--- src/rtl/rf_write_arbiter_if.sv ---
// Bundle of requester handshakes and the register-file write port.
// The arbiter takes the slave side; the requesters/core take the master side.
interface rf_write_arbiter_if #(
   parameter int NREQ = 2,
   parameter int XLEN = 32,
   parameter int AW   = 5
);
   logic                 hold;
   logic [NREQ-1:0]      req_valid;
   logic [NREQ*AW-1:0]   req_addr;
   logic [NREQ*XLEN-1:0] req_data;
   logic [NREQ-1:0]      req_ready;
   logic                 WE3;
   logic [AW-1:0]        A3;
   logic [XLEN-1:0]      WD3;
   logic [2**AW-1:0]     busy_mask;

   modport master (
      output hold, req_valid, req_addr, req_data,
      input  req_ready, WE3, A3, WD3, busy_mask
   );

   modport slave (
      input  hold, req_valid, req_addr, req_data,
      output req_ready, WE3, A3, WD3, busy_mask
   );
endinterface

--- src/rtl/rf_write_arbiter.sv ---
// Round-robin arbiter sharing the register file's single write port among NREQ
// writeback requesters, with one registered output stage and a busy scoreboard.
module rf_write_arbiter #(
   parameter int NREQ = 2,
   parameter int XLEN = 32,
   parameter int AW   = 5
) (
   input logic               clk,
   input logic               reset,
   rf_write_arbiter_if.slave bus
);
   localparam int PW = (NREQ > 1) ? $clog2(NREQ) : 1;

   logic [PW-1:0]     r_ptr;
   logic              r_we;
   logic [AW-1:0]     r_a3;
   logic [XLEN-1:0]   r_wd;

   logic              w_found;
   logic [PW-1:0]     w_win;
   logic [NREQ-1:0]   w_grant;
   logic [PW-1:0]     w_ptr_next;
   logic [AW-1:0]     w_addr;
   logic [XLEN-1:0]   w_data;
   logic [2**AW-1:0]  w_busy;

   // Search from the pointer upward with wraparound; the first valid requester wins.
   always_comb begin : pick
      int idx;
      idx     = 0;
      w_found = 1'b0;
      w_win   = '0;
      for (int k = 0; k < NREQ; k++) begin
         idx = int'(r_ptr) + k;
         if (idx >= NREQ) idx = idx - NREQ;
         if (!w_found && bus.req_valid[idx]) begin
            w_found = 1'b1;
            w_win   = idx[PW-1:0];
         end
      end
      if (bus.hold) w_found = 1'b0;
   end

   always_comb begin
      w_grant    = '0;
      w_ptr_next = r_ptr;
      if (w_found) begin
         w_grant[w_win] = 1'b1;
         w_ptr_next     = (w_win == PW'(NREQ - 1)) ? '0 : w_win + PW'(1);
      end
   end

   assign w_addr = bus.req_addr[int'(w_win)*AW +: AW];
   assign w_data = bus.req_data[int'(w_win)*XLEN +: XLEN];

   // Output stage never backpressures; x0 writes are accepted but leave WE3 low.
   always_ff @(posedge clk or negedge reset) begin
      if (!reset) begin
         r_ptr <= '0;
         r_we  <= 1'b0;
         r_a3  <= '0;
         r_wd  <= '0;
      end else if (w_found) begin
         r_ptr <= w_ptr_next;
         r_we  <= (w_addr != '0);
         r_a3  <= w_addr;
         r_wd  <= w_data;
      end else begin
         r_we  <= 1'b0;
      end
   end

   always_comb begin
      w_busy = '0;
      if (r_we) w_busy[r_a3] = 1'b1;
   end

   assign bus.req_ready = w_grant;
   assign bus.WE3       = r_we;
   assign bus.A3        = r_a3;
   assign bus.WD3       = r_wd;
   assign bus.busy_mask = w_busy;
endmodule
--- src/flat_wrapper.sv ---
// flat-port wrapper written by rule: the top's interface ports become plain ports
module rf_write_arbiter_flat 
#(
   parameter int NREQ = 2,
   parameter int XLEN = 32,
   parameter int AW   = 5
)
  (clk, reset, bus_hold, bus_req_valid, bus_req_addr, bus_req_data, bus_req_ready, bus_WE3, bus_A3, bus_WD3, bus_busy_mask);
  rf_write_arbiter_if #(.NREQ(NREQ), .XLEN(XLEN), .AW(AW)) bus_i ();
  input logic clk;
  input logic reset;
  input wire logic [$bits(bus_i.hold)-1:0] bus_hold;
  input wire logic [$bits(bus_i.req_valid)-1:0] bus_req_valid;
  input wire logic [$bits(bus_i.req_addr)-1:0] bus_req_addr;
  input wire logic [$bits(bus_i.req_data)-1:0] bus_req_data;
  output wire logic [$bits(bus_i.req_ready)-1:0] bus_req_ready;
  output wire logic [$bits(bus_i.WE3)-1:0] bus_WE3;
  output wire logic [$bits(bus_i.A3)-1:0] bus_A3;
  output wire logic [$bits(bus_i.WD3)-1:0] bus_WD3;
  output wire logic [$bits(bus_i.busy_mask)-1:0] bus_busy_mask;
  assign bus_i.hold = bus_hold;
  assign bus_i.req_valid = bus_req_valid;
  assign bus_i.req_addr = bus_req_addr;
  assign bus_i.req_data = bus_req_data;
  assign bus_req_ready = bus_i.req_ready;
  assign bus_WE3 = bus_i.WE3;
  assign bus_A3 = bus_i.A3;
  assign bus_WD3 = bus_i.WD3;
  assign bus_busy_mask = bus_i.busy_mask;
  rf_write_arbiter #(.NREQ(NREQ), .XLEN(XLEN), .AW(AW)) u_core (.clk(clk), .reset(reset), .bus(bus_i));
endmodule
--- config.mk ---
export PLATFORM = sky130hd
export DESIGN_NAME = rf_write_arbiter_flat
export DESIGN_NICKNAME = d
export VERILOG_FILES = /design/src/rtl/rf_write_arbiter_if.sv /design/src/rtl/rf_write_arbiter.sv /design/src/flat_wrapper.sv
export SDC_FILE = /design/constraint.sdc
export NUM_CORES = 1
export LEC_CHECK = 0
export ABC_AREA = 1
export CAP_MARGIN = 20
export CORE_UTILIZATION = 34
export CTS_BUF_LIST = sky130_fd_sc_hd__clkbuf_8 sky130_fd_sc_hd__clkbuf_16
export CTS_CLUSTER_SIZE = 8
export DETAILED_ROUTE_END_ITERATION = 12
export GPL_TIMING_DRIVEN = 0
export PLACE_DENSITY = 0.82
export SETUP_SLACK_MARGIN = 0.4
export SLEW_MARGIN = 10
export SYNTH_ARGS = -nofsm -noshare
export SYNTH_HDL_FRONTEND = slang
export SYNTH_SLANG_ARGS = --single-unit
--- constraint.sdc ---
create_clock -name clk -period 1.5 [get_ports clk]
set_input_delay 0.3 -clock clk [delete_from_list [all_inputs] [get_ports clk]]
set_output_delay 0.3 -clock clk [all_outputs]
set_load 0.01 [all_outputs]
==> impl_metrics.json, run 1 <==
{
  "outcome": "aborted with a tool error",
  "lastStage": "5_1_grt",
  "stop_error": "[ERROR GRT-0232] Routing congestion too high. Check the congestion heatmap in the GUI.",
  "numCtsBuffers": 5,
  "grt-worst-endpoint": "bus_busy_mask[11]",
  "synthFlopType": "dfrtp_1",
  "place_congestion": 0.764,
  "async_flop_share_pct": 100,
  "synth-seq-area-share_pct": 49.6,
  "die_w_microns": 78.0,
  "placedCellCount": 492,
  "synthCells": 269,
  "netlist_area_sq_um": 1970,
  "antenna_found_initial": 1,
  "syn_area_per_cell_sq_um": 7.31,
  "clockBufferDepth": 2,
  "grt-ovfl-total": 35,
  "num_io_pins": 151,
  "dp_hpwl_mm": 5.50,
  "synth_edf_count": 0,
  "fp.dieH_microns": 78.0,
  "synth_top_cell_area_share_pct": 49.6,
  "synth_top_area_cell": "dfrtp_1",
  "grt_max_degree": 23,
  "cts-root-buf": "clkbuf_8",
  "synthTopCellsByArea": "dfrtp_1, nand2_1, nand3_1",
  "rows": 27,
  "cts_sinks": 39,
  "synth.distinct_cells": 16,
  "yosys_warnings": 0,
  "port_buffers": 150,
  "ys_ff_latch": 39,
  "start_util_pct": 35.5,
  "worst_endpoint_kind": "output port",
  "htreeDepth": 2,
  "grt_use_total_pct": 72.2,
  "synth_nets": 348
}
cell usage after synthesis, types with 2 or more instances:
| library cell | n |
|---|---|
| nand2_1 | 112 |
| nand3_1 | 47 |
| dfrtp_1 | 39 |
| nor2_1 | 35 |
| inv_1 | 13 |
| o21ai_0 | 7 |
| clkbuf_1 | 4 |
| buf_6 | 3 |
| buf_2 | 2 |
routing by layer:
metal  track usage [%]  GRT overflow
met1              67.4             1
met2              93.0            19
met3              53.0             2
met4              85.9            13
met5                 0             0
repair_timing:
| action | 4_1_cts |
|---|---|
| buffers inserted | 62 |
| hold buffers | 1 |
| gates resized for setup | 461 |
| pin swaps | 68 |
| setup endpoints to repair | 111 |
| hold endpoints to repair | 17 |
| cloned | 3 |
metrics by stage:
step / setup slack (ns) / instance area (sq um)
floorplan: 0.315 / 2180
detailed placement: -1.07 / 3800
CTS: -0.164 / 4740
global placement: -1.05 / 3770
logic make-up after synthesis:
kind of cell           after synthesis  synth area share, %
flip-flops                          39                 49.7
AO/OA/AOI/OAI                        9                 2.99
AND/OR/NAND/NOR                    197                 41.3
buffers and inverters               24                 6.05
==> inputs of run 2 (changes only) <==
--- a/config.mk
+++ b/config.mk
@@ -8,12 +8,9 @@
 export ABC_AREA = 1
 export CAP_MARGIN = 20
 export CORE_UTILIZATION = 34
-export CTS_BUF_LIST = sky130_fd_sc_hd__clkbuf_8 sky130_fd_sc_hd__clkbuf_16
-export CTS_CLUSTER_SIZE = 8
 export DETAILED_ROUTE_END_ITERATION = 12
 export GPL_TIMING_DRIVEN = 0
-export PLACE_DENSITY = 0.82
-export SETUP_SLACK_MARGIN = 0.4
+export PLACE_DENSITY_LB_ADDON = 0.15
 export SLEW_MARGIN = 10
 export SYNTH_ARGS = -nofsm -noshare
 export SYNTH_HDL_FRONTEND = slang
==> impl_metrics.json, run 2 <==
{
  "crit_chain": "buf_6 > nand3_4 > nor2_1 > buf_2",
  "layout_common_cells": "nand2_1, clkdlybuf4s50_1, nand3_1, dfrtp_1, buf_2",
  "drive_gt1_share_pct": 29.4,
  "path_clk_slew_ns": 0.08,
  "wl_per_cell_microns": 14.7,
  "fin_crit_sh_pct": 112,
  "vias": 2557,
  "die_w_microns": 78.0,
  "crit_path_end_kind": "output pin",
  "cap_violations": 0,
  "outcome": "complete, but fails checks",
  "fp.dieH_microns": 78.0,
  "wl_met2_mm": 4.10,
  "yosys_warnings": 0,
  "ys_top_cells_by_count": "nand2_1, nand3_1, dfrtp_1, nor2_1, inv_1",
  "layout_commonest_cell": "nand2_1",
  "hp-class": "in2async",
  "rows": 27,
  "fin_nets": 537,
  "postRouteAntennaNets": 0,
  "finalWirelength_mm": 7.78,
  "synth_top_cell_area_share_pct": 49.6,
  "syn_area_per_cell_sq_um": 7.31,
  "dp_hpwl_mm": 4.86,
  "die_area_sq_um": 6090,
  "synth_edf_count": 0,
  "critPathMaxFanout": 5,
  "fmax_mhz": 594,
  "synth_top_area_cell": "dfrtp_1",
  "numCtsBuffers": 5,
  "critPathLaunchType": "register",
  "cts_tree": "done",
  "holdWs_ns": 0.354,
  "drc_errors": 0,
  "synthCells": 269,
  "dp_slack_ns": -1.05,
  "wl_met1_mm": 3.02,
  "ff2ff_path_depth": 8,
  "async_flop_share_pct": 100,
  "fin_ws_ns": -0.183,
  "firstDrtPassIters": 4,
  "ir_drop_v": 0.000511,
  "p_leak_nw": 2.11,
  "finalSetupTns_ns": -3.42,
  "num_io_pins": 151,
  "r2r-start": "u_core.r_ptr",
  "coreArea_sq_um": 5540,
  "place_congestion": 0.772,
  "period_minus_slack_ns": 1.68,
  "synthFlopType": "dfrtp_1",
  "arrival_ns": 1.38,
  "cp_slowest_cell": "dfrtp_2",
  "cts-root-buf": "clkbuf_8",
  "critical_path.top_delay_family": "flip-flops",
  "placedCellCount": 492,
  "htreeDepth": 2,
  "maxUsedRoutingLayer": "met4",
  "worstPathRequired_ns": 1.20,
  "antenna_found_initial": 0,
  "via_per_inst": 4.82,
  "ys_ff_latch": 39,
  "grt-ovfl-total": 0,
  "grt_use_total_pct": 25.3,
  "port_buffers": 150,
  "layoutNonFillerInstCount": 531,
  "wl_met3_microns": 559,
  "cp.depth": 4,
  "clock_skew_ns": 0.00823,
  "power.density_nw_per_um2": 818,
  "final_hold_viol_count": 0,
  "post-synth-top-count-cell": "nand2_1",
  "antenna_cells": 0,
  "critPathMaxStageDelay_ns": 0.48,
  "tightest_slew_ns": 0.459,
  "synth.distinct_cells": 16,
  "synth-seq-area-share_pct": 49.6,
  "cts_sinks": 39,
  "violations": "negative setup slack",
  "synthTopCellsByArea": "dfrtp_1, nand2_1, nand3_1",
  "synth_nets": 348,
  "areaGrowthSynthToFinish_pct": 110,
  "netlist_area_sq_um": 1970,
  "largest_reg_flops": 32,
  "clockBufferDepth": 2,
  "rsz0062_at_grt": "yes",
  "drt-initial-drc-count": 82,
  "grt_pass1_wl_mm": 12.0,
  "grt_max_degree": 36,
  "final_max_slew_viol_count": 0,
  "start_util_pct": 35.5,
  "critPathBufInv": 2,
  "grt_pass1_vias": 2545,
  "startpoint": "u_core.bus.A3[4]",
  "clk_latency_ns": 0.29,
  "relSlewSlack_pct": 69.4,
  "criticalPathCategory": "reg2out",
  "finalSetupViolations": 33
}
run 2: cell counts after synthesis:
No cell type changed its count.
run 2: per-stage QoR:
step / util (%) / power [mW] / area [sq um]
after detailed placement: 64.5 / 2.40 / 3570
after CTS: 70.8 / 3.32 / 3920
final: 74.3 / 3.37 / 4120
after floorplan: - / 1.72 / 1970
after global routing: 74.3 / 3.56 / 4120
after global placement: 64.2 / 2.38 / 3560
run 2: path summary, 6_finish.rpt:
| check | endpoint | slack (ns) |
|---|---|---|
| setup / recovery | bus_busy_mask[26] | -0.18 |
| hold / removal | u_core.bus.WD3[2] | 0.35 |
| setup reg to reg | u_core.bus.WD3[12] | 0.15 |
| hold reg to reg | u_core.bus.WD3[31] | 0.49 |
| max in group asynchronous | u_core.bus.A3[3] | 0.72 |
| min in group clk | u_core.bus.WD3[31] | 0.49 |
run 2: cells by family after synthesis:
group / synth area share [%]
buf+inv: 6.05
simple gates: 41.3
flops: 49.7
compound gates: 2.99
run 2: what timing repair did:
action	CTS	global route
cloned	0	0
buffers inserted	29	4
hold buffers	1	0
endpoints found under the hold margin	4	0
setup endpoints to repair	87	62
pin swaps	35	12
gates resized for setup	223	67
run 2: metal layers:
| metal | track usage (%) | vias to the layer above |
|---|---|---|
| li1 | - | 1229 |
| met1 | 28.8 | 1212 |
| met2 | 46.5 | 105 |
| met3 | 7.33 | 11 |
| met4 | 5.74 | 0 |
| met5 | 0 | - |
run 2: area by class of cell:
cell class                 count  area (sq um)
tap                           72          90.1
clock inverter                 1          5.00
multi-input combinational    206          1110
clock buffer                   7          76.3
sequential                    39           983
buffer                         9          63.8
fill                         439          1420
inverter                      14          82.6
timing repair buffer         183          1700
run 2: report_power, final:
part / switching (mW) / total [mW] / internal, mW
Combinational: 0.655 / 1.36 / 0.705
Sequential: 0.0992 / 1.31 / 1.21
Clock: 0.372 / 0.699 / 0.327
Total: 1.13 / 3.37 / 2.24
Power figures use the tool's default switching activity.
==> inputs of run 3 (changes only) <==
==> constraint.sdc (replaced) <==
create_clock -name clk -period 1.5 [get_ports clk]
set_input_delay 0.3 -clock clk [delete_from_list [all_inputs] [get_ports clk]]
set_output_delay 0.3 -clock clk [all_outputs]
set_load 0.005 [all_outputs]
==> impl_metrics.json, run 3 (synthesized netlist as in run 2, its figures left out) <==
{
  "multi_input_area_sq_um": 1130,
  "largest_reg_flops": 32,
  "cts_tree": "done",
  "violations": "negative setup slack",
  "areaGrowthSynthToFinish_pct": 116,
  "drc_errors": 0,
  "tightest_slew_ns": 0.499,
  "holdWs_ns": 0.360,
  "num_io_pins": 151,
  "ir_drop_v": 0.000525,
  "hp-class": "in2async",
  "clock_skew_ns": 0.00487,
  "coreArea_sq_um": 5540,
  "fillCellCount": 398,
  "finalSetupViolations": 34,
  "numCtsBuffers": 5,
  "outcome": "complete, but fails checks",
  "start_util_pct": 35.5,
  "antenna_cells": 0,
  "crit_chain": "inv_4 > nand3_4 > buf_6 > buf_6 > nor2_2 > buf_2",
  "finalWirelength_mm": 8.58,
  "postPlaceCellArea_sq_um": 3570,
  "postRouteAntennaNets": 0,
  "grt_pass1_vias": 2670,
  "cap_violations": 0,
  "p_leak_nw": 2.07,
  "cp_slowest_cell": "dfrtp_2",
  "drt-initial-drc-count": 129,
  "grt_pass1_wl_mm": 12.6,
  "rows": 27,
  "cts-root-buf": "clkbuf_8",
  "wl_met2_mm": 4.42,
  "wl_per_cell_microns": 15.7,
  "path_clk_slew_ns": 0.07,
  "final_hold_viol_count": 0,
  "fmax_mhz": 588,
  "layout_common_cells": "nand2_1, clkdlybuf4s50_1, nand3_1, buf_2, dfrtp_1",
  "grt_max_degree": 36,
  "critical_path.top_delay_family": "buffers and inverters",
  "ff2ff_path_depth": 8,
  "fin_ws_ns": -0.200,
  "regArea_sq_um": 983,
  "cts_sinks": 39,
  "final_area_sq_um": 4250,
  "power.density_nw_per_um2": 813,
  "critPathMaxFanout": 4,
  "fp.dieH_microns": 78.0,
  "place_congestion": 0.772,
  "relSlewSlack_pct": 66.7,
  "fin_nets": 551,
  "wl_met3_microns": 701,
  "maxUsedRoutingLayer": "met4",
  "wl_met1_mm": 3.15,
  "clk_latency_ns": 0.29,
  "cp.depth": 6,
  "timing.rr.end": "u_core.bus.WE3",
  "fin_crit_sh_pct": 113,
  "antenna_found_initial": 0,
  "vias": 2678,
  "crit_path_frequent_cell": "buf_6",
  "criticalPathCategory": "reg2out",
  "critPathBufInv": 4,
  "dp_hpwl_mm": 4.86,
  "clockBufferDepth": 2,
  "critPathMaxStageDelay_ns": 0.47,
  "critPathLaunchType": "register",
  "firstDrtPassIters": 4,
  "final_max_slew_viol_count": 0,
  "drive_gt1_share_pct": 30.4,
  "worstPathRequired_ns": 1.20,
  "ff2ff_setup_slack_ns": 0.03,
  "arrival_ns": 1.40,
  "rsz0062_at_grt": "yes",
  "crit_path_end_kind": "output pin",
  "r2r-start": "u_core.r_ptr",
  "port_buffers": 150,
  "startpoint": "u_core.bus.A3[1]",
  "die_w_microns": 78.0,
  "htreeDepth": 2,
  "die_area_sq_um": 6090,
  "grt_use_total_pct": 26.8,
  "layout_commonest_cell": "nand2_1",
  "period_minus_slack_ns": 1.70,
  "grt-ovfl-total": 0,
  "via_per_inst": 4.91
}
run 3: changes by cell type in the layout (fill, tap and decap cells not counted), moves of 5 or more:
cell,previous run,this run
buf_4,19,24
buf_6,22,28
clkdlybuf4s50_1,74,93
dlygate4sd2_1,14,5
dlymetal6s2s_1,22,13
nor2_2,20,11
nor2_4,5,10
run 3: per-stage QoR:
| stage | TNS [ns] | power (mW) | std cells | util [%] | worst slack, ns |
|---|---|---|---|---|---|
| 3_3_place_gp | -57.32 | 2.31 | 491 | 64.2 | -1.02 |
| 4_1_cts | -2.20 | 3.35 | 541 | 73.4 | -0.181 |
| 6_report | -4.34 | 3.46 | 545 | 76.7 | -0.200 |
| 2_1_floorplan | 0 | 1.65 | 269 | - | 0.161 |
| 5_1_grt | -5.62 | 3.65 | 545 | 76.7 | -0.234 |
| 3_5_place_dp | -23.99 | 2.33 | 492 | 64.5 | -1.01 |
run 3: worst register-to-register path, delay by kind of cell (launching register included):
| kind | cells | cell delay (ns) |
|---|---|---|
| AO/OA/AOI/OAI | 1 | 0.32 |
| AND/OR/NAND/NOR | 5 | 0.42 |
| flip-flops | 1 | 0.36 |
| buffers and inverters | 2 | 0.22 |
run 3: routing by layer:
| layer | up-vias | GRT usage [%] |
|---|---|---|
| met3 | 29 | 8.02 |
| li1 | 1257 | - |
| met1 | 1258 | 29.7 |
| met4 | 0 | 8.70 |
| met2 | 134 | 48.8 |
| met5 | - | 0 |
run 3: final cells by class:
| class | instances | share of cell area [%] |
|---|---|---|
| tap | 72 | 2.12 |
| inverter | 14 | 1.71 |
| clock buffer | 7 | 1.80 |
| multi-input combinational | 206 | 26.6 |
| buffer | 10 | 1.71 |
| clock inverter | 1 | 0.118 |
| sequential | 39 | 23.1 |
| timing repair buffer | 196 | 42.8 |
run 3: worst max-delay path by stage:
stage                                   end
after global routing      bus_busy_mask[16]
after detailed placement   bus_req_ready[1]
after global placement     bus_req_ready[1]
final                     bus_busy_mask[24]
after CTS                 bus_busy_mask[24]
after floorplan            bus_req_ready[1]
run 3: where the power goes:
part           leakage (nW)  total (mW)  switching, mW  internal (mW)
Combinational          1.57        1.43          0.617          0.818
Sequential            0.465        1.33          0.123           1.21
Clock                0.0422       0.687          0.360          0.327
run 3: timing repair:
action                                 CTS  global route
hold buffers                             1             0
setup buffers                           41             4
pin swaps                               33             6
gates resized for setup                217            52
endpoints found under the hold margin    4             0
setup endpoints to repair               77            60
